==> src/rtl/nios_cmd_out.sv <==
// Avalon-MM command output port: software pushes command words into a small FIFO
// that drains to a fabric consumer over a valid/ready handshake.
module nios_cmd_out #(
  parameter int DATA_WIDTH = 20,
  parameter int DEPTH      = 4
) (
  input  logic                  clk,
  input  logic                  reset,
  input  logic [1:0]            address,
  input  logic                  chipselect,
  input  logic                  write_n,
  input  logic [31:0]           writedata,
  output logic [31:0]           readdata,
  output logic [DATA_WIDTH-1:0] out_port,
  output logic                  out_valid,
  input  logic                  out_ready
);

  localparam int PW = $clog2(DEPTH);
  localparam int LW = PW + 1;

  logic [DATA_WIDTH-1:0] r_mem [DEPTH];
  logic [PW-1:0]         r_wr_ptr;
  logic [PW-1:0]         r_rd_ptr;
  logic [LW-1:0]         r_level;
  logic                  r_overflow;
  logic                  r_enable;
  logic [31:0]           r_readdata;

  logic                  w_wr_en;
  logic                  w_push;
  logic                  w_push_ok;
  logic                  w_pop;
  logic                  w_flush;
  logic                  w_ovf_set;
  logic                  w_ovf_clr;
  logic                  w_empty;
  logic                  w_full;
  logic [DATA_WIDTH-1:0] w_head;
  logic [31:0]           w_status;
  logic [31:0]           w_rd_mux;
  logic                  w_unused;

  assign w_wr_en   = chipselect && !write_n;
  assign w_push    = w_wr_en && (address == 2'd0);
  assign w_flush   = w_wr_en && (address == 2'd2) && writedata[1];
  assign w_ovf_clr = w_wr_en && (address == 2'd1) && writedata[5];

  assign w_empty   = (r_level == '0);
  assign w_full    = (r_level == LW'(DEPTH));
  assign w_head    = w_empty ? '0 : r_mem[r_rd_ptr];

  assign out_valid = r_enable && !w_empty;
  assign out_port  = w_head;
  assign readdata  = r_readdata;

  assign w_pop     = out_valid && out_ready;
  // A full FIFO still accepts a push when the head leaves in the same cycle.
  assign w_push_ok = w_push && (!w_full || w_pop);
  assign w_ovf_set = w_push && w_full && !w_pop;

  assign w_unused  = ^writedata[31:DATA_WIDTH];

  always_comb begin
    w_status         = '0;
    w_status[LW-1:0] = r_level;
    w_status[3]      = w_full;
    w_status[4]      = w_empty;
    w_status[5]      = r_overflow;
  end

  always_comb begin
    w_rd_mux = '0;
    case (address)
      2'd0:    w_rd_mux = 32'(w_head);
      2'd1:    w_rd_mux = w_status;
      2'd2:    w_rd_mux = 32'(r_enable);
      default: w_rd_mux = '0;
    endcase
  end

  always_ff @(posedge clk or posedge reset) begin
    if (reset) begin
      for (int i = 0; i < DEPTH; i++) r_mem[i] <= '0;
    end else if (w_push_ok && !w_flush) begin
      r_mem[r_wr_ptr] <= writedata[DATA_WIDTH-1:0];
    end
  end

  always_ff @(posedge clk or posedge reset) begin
    if (reset) begin
      r_wr_ptr <= '0;
      r_rd_ptr <= '0;
      r_level  <= '0;
    end else if (w_flush) begin
      r_wr_ptr <= '0;
      r_rd_ptr <= '0;
      r_level  <= '0;
    end else begin
      if (w_push_ok) r_wr_ptr <= r_wr_ptr + PW'(1);
      if (w_pop)     r_rd_ptr <= r_rd_ptr + PW'(1);
      case ({w_push_ok, w_pop})
        2'b10:   r_level <= r_level + LW'(1);
        2'b01:   r_level <= r_level - LW'(1);
        default: r_level <= r_level;
      endcase
    end
  end

  always_ff @(posedge clk or posedge reset) begin
    if (reset) begin
      r_overflow <= 1'b0;
      r_enable   <= 1'b1;
      r_readdata <= '0;
    end else begin
      // A new overflow beats a same-cycle clear.
      if (w_ovf_set)      r_overflow <= 1'b1;
      else if (w_ovf_clr) r_overflow <= 1'b0;
      if (w_wr_en && (address == 2'd2)) r_enable <= writedata[0];
      r_readdata <= w_rd_mux;
    end
  end

endmodule
==> config.mk <==
export PLATFORM = sky130hd
export DESIGN_NAME = nios_cmd_out
export DESIGN_NICKNAME = d
export VERILOG_FILES = /design/src/rtl/nios_cmd_out.sv
export SDC_FILE = /design/constraint.sdc
export NUM_CORES = 1
export LEC_CHECK = 0
export ABC_AREA = 1
export BUFFER_PORTS_ARGS = -buffer_cell sky130_fd_sc_hd__clkbuf_2
export CAP_MARGIN = 10
export CORE_MARGIN = 5
export CORE_UTILIZATION = 45
export DETAILED_ROUTE_END_ITERATION = 16
export MAX_ROUTING_LAYER = met4
export PLACE_DENSITY = 0.7
export SLEW_MARGIN = 20
export SYNTH_ARGS = -nofsm -noshare
export SYNTH_HDL_FRONTEND = slang
export SYNTH_SLANG_ARGS = --single-unit
==> constraint.sdc <==
create_clock -name clk -period 3.9 [get_ports clk]
set_input_delay 0.195 -clock clk [delete_from_list [all_inputs] [get_ports clk]]
set_output_delay 0.195 -clock clk [all_outputs]
set_load 0.01 [all_outputs]
==> results.sh <==
export IMPL_synth_seq_cells=109
export IMPL_path_clk_slew_ns=0.08
export IMPL_slew_headroom_pct=38.6
export IMPL_clockRootBuffer="clkbuf_16"
export IMPL_maxCapViolCount=0
export IMPL_r2r_setup_slack_ns=1.30
export IMPL_grt_antenna_before_repair=0
export IMPL_cts_buffers=9
export IMPL_cp_max_fo=21
export IMPL_min_period_ns=3.06
export IMPL_antennaDiodeCount=0
export IMPL_worstPathRequired_ns=3.70
export IMPL_netlist_area_mm2=0.00511
export IMPL_avgViaCountPerCell=5.27
export IMPL_setup_tns_ns=0
export IMPL_cts_tree="done"
export IMPL_cts_sink_count=109
export IMPL_syn_area_per_cell_um2=8.42
export IMPL_drive_above_1_share_pct=16.1
export IMPL_final_hold_viol_count=28
export IMPL_fin_cells=801
export IMPL_tightestPinTransition_ns=0.921
export IMPL_critical_path_slowest_cell="dfrtp_1"
export IMPL_start_util_pct=45.3
export IMPL_critPathKind="reg2out"
export IMPL_post_route_util_pct=51.1
export IMPL_end_kind="primary output"
export IMPL_area_growth_pct=12.8
export IMPL_cts_max_level=3
export IMPL_num_vias=4225
export IMPL_critPathMaxStageDelay_ns=0.95
export IMPL_drt_wirelength_per_cell_um=16.1
export IMPL_design_die_area_mm2=0.0136
export IMPL_coreArea_mm2=0.0113
export IMPL_row_count=39
export IMPL_fmaxAchievable_mhz=327
export IMPL_cts_hold_buf=0
export IMPL_syn_inst=607
export IMPL_clock_latency_ns=0.35
export IMPL_grt_pass1_wl_um=21300
export IMPL_hold_worst_slack_ns=-0.0366
export IMPL_ant_nets=0
export IMPL_clockBufferDepth=2
export IMPL_fin_ws_ns=0.839
export IMPL_gp_congestion=0.854
export IMPL_dp_cells=785
export IMPL_totalWireLength_um=12900
export IMPL_drc=0
export IMPL_dp_hpwl_um=8000
export IMPL_layout_nets=697
export IMPL_setup_violations=0
export IMPL_peakVddDrop_mv=0.468
export IMPL_grt_start_max_net_pins=84
export IMPL_report_final_slew_viol_count=0
export IMPL_grt_pass1_vias=4317
export IMPL_cp_common_cell="a21oi_1"
export IMPL_grtUsageTotal_pct=20.6
export IMPL_drt_initial_drc_count=241
export IMPL_start_kind="register"
export IMPL_yosysUniqueCellTypes=31
export IMPL_final_setup_skew_ns=0.0109
export IMPL_yosysWarnings=0
export IMPL_rsz0062_at_grt="no"
export IMPL_violations="negative hold slack"
export IMPL_power_density_mw_per_mm2=787
export IMPL_cts_resized=0
export IMPL_die_w_um=117
export IMPL_status="finished, violations left"
export IMPL_firstDrtPassIters=5
export IMPL_ys_seq_area_share_pct=53.4
export IMPL_overflow=0
export IMPL_place_ws_ns=1.26
export IMPL_hold_path_class="in2async"
export IMPL_io_buffers=67
export IMPL_crit_arrival_ns=2.87
export IMPL_die_h_um=117
export IMPL_p_leak_nw=2.94
export IMPL_mostFrequentLayoutCells="nand2_1, o21ai_0, dfrtp_1"
export IMPL_cts_setup_buffers=0
export IMPL_final_common_cell="nand2_1"
export IMPL_worstPathCellList="inv_1 > a21oi_1 > o21ai_0 > a21oi_1 > clkbuf_2"
export IMPL_pin_count=92
export IMPL_period_share_pct=78.5
export IMPL_fill_cells=1094
[cells in the mapped netlist]
| library cell | instances | share of area (%) |
|---|---|---|
| nor2_1 | 10 | 0.73 |
| o21ai_1 | 8 | 0.78 |
| nor2_4 | 3 | 0.66 |
| clkbuf_2 | 1 | 0.098 |
| nor3_1 | 1 | 0.098 |
| ha_1 | 4 | 0.98 |
| nand4_1 | 5 | 0.61 |
| nand3_1 | 10 | 0.98 |
| nor2_2 | 3 | 0.37 |
| buf_4 | 14 | 2.1 |
| dfstp_2 | 1 | 0.51 |
| dfrtp_1 | 108 | 53 |
| nand2_2 | 1 | 0.12 |
| inv_2 | 2 | 0.15 |
| clkbuf_1 | 21 | 1.5 |
| conb_1 | 1 | 0.073 |
| nand2_4 | 2 | 0.44 |
| buf_2 | 10 | 0.98 |
| o21ai_2 | 2 | 0.34 |
| nand3_4 | 1 | 0.34 |
| a21oi_1 | 60 | 5.9 |
| xor2_1 | 1 | 0.17 |
| buf_6 | 2 | 0.44 |
| fa_1 | 1 | 0.39 |
| buf_1 | 1 | 0.073 |
| inv_1 | 60 | 4.4 |
| xnor2_1 | 1 | 0.17 |
| o21ai_0 | 114 | 11 |
| nand2_1 | 143 | 11 |
| and2_1 | 14 | 1.7 |
| o211ai_1 | 2 | 0.29 |
[layout make-up]
class | count | area [um^2] | share of cell area, %
clock buffers | 11 | 253 | 4.39
clock inverters | 5 | 58.8 | 1.02
inverters | 62 | 238 | 4.13
multi-input cells | 398 | 1920 | 33.4
flip-flops and latches | 109 | 2730 | 47.4
well taps | 143 | 179 | 3.11
repair buffers | 73 | 380 | 6.60
[stage by stage]
step | instance area, um^2 | total power [mW] | hold slack (ns)
6_report | 5760 | 4.54 | -0.0366
5_1_grt | 5760 | 4.88 | 0.0415
4_1_cts | 5760 | 4.56 | 0.0959
3_5_place_dp | 5450 | 3.60 | 0.459
3_3_place_gp | 5450 | 3.52 | 0.453
2_1_floorplan | 5150 | 2.97 | 0.312
[worst paths after layout]
check	to	depth (start not counted)	start
setup reg to reg	readdata[2]$_DFF_PP0_	6	r_rd_ptr[1]$_DFFE_PP0P_
max in group asynchronous	r_mem[39]$_DFFE_PP0P_	3	reset
min in group clk	r_mem[67]$_DFFE_PP0P_	3	writedata[7]
hold / removal	readdata[10]$_DFF_PP0_	2	reset
hold reg to reg	r_mem[76]$_DFFE_PP0P_	2	r_mem[76]$_DFFE_PP0P_
setup / recovery	out_port[4]	5	r_rd_ptr[1]$_DFFE_PP0P_
[per-layer routing]
metal	global-route usage (%)	part of all wire [%]	routed length (um)	vias to the layer above
met5	-	0	0	-
met1	26.1	43	5560	2049
met4	5.89	1.3	164	0
met3	3.78	6.1	782	18
met2	33.9	49	6370	134
li1	-	-	-	2024
[power by group]
group | leakage [nW] | internal (mW) | switching, mW | total, mW
logic | 1.45 | 0.610 | 1.19 | 1.80
registers | 1.34 | 1.57 | 0.219 | 1.79
clock network | 0.148 | 0.533 | 0.417 | 0.950
total | 2.94 | 2.71 | 1.82 | 4.54
[critical path, delay by kind of cell (launching register included)]
family | cells | cell delay [ns]
AO/OA/AOI/OAI | 3 | 0.67
buffers and inverters | 2 | 0.88
flip-flops | 1 | 0.95
[cell families (layout without fill, tap and decap cells)]
family                     after synthesis  after routing  synth area share [%]
DFF                                    109            109                  53.4
and+or+nand+nor                        193            193                  16.6
adders and majority gates                5              5                  1.37
AOI/OAI and AO/OA                      186            186                  18.5
xor gates and xnor gates                 2              2                 0.343
buffers and inverters                  111            151                  9.75
other                                    1             12                0.0734
[registers in the layout, indices dropped and copies added (netlist names)]
name	count
r_enable	1
r_overflow	1
r_wr_ptr	2
readdata	20
r_mem	80
r_level	3
r_rd_ptr	2
Note: power is estimated with default switching activity, not from simulation.
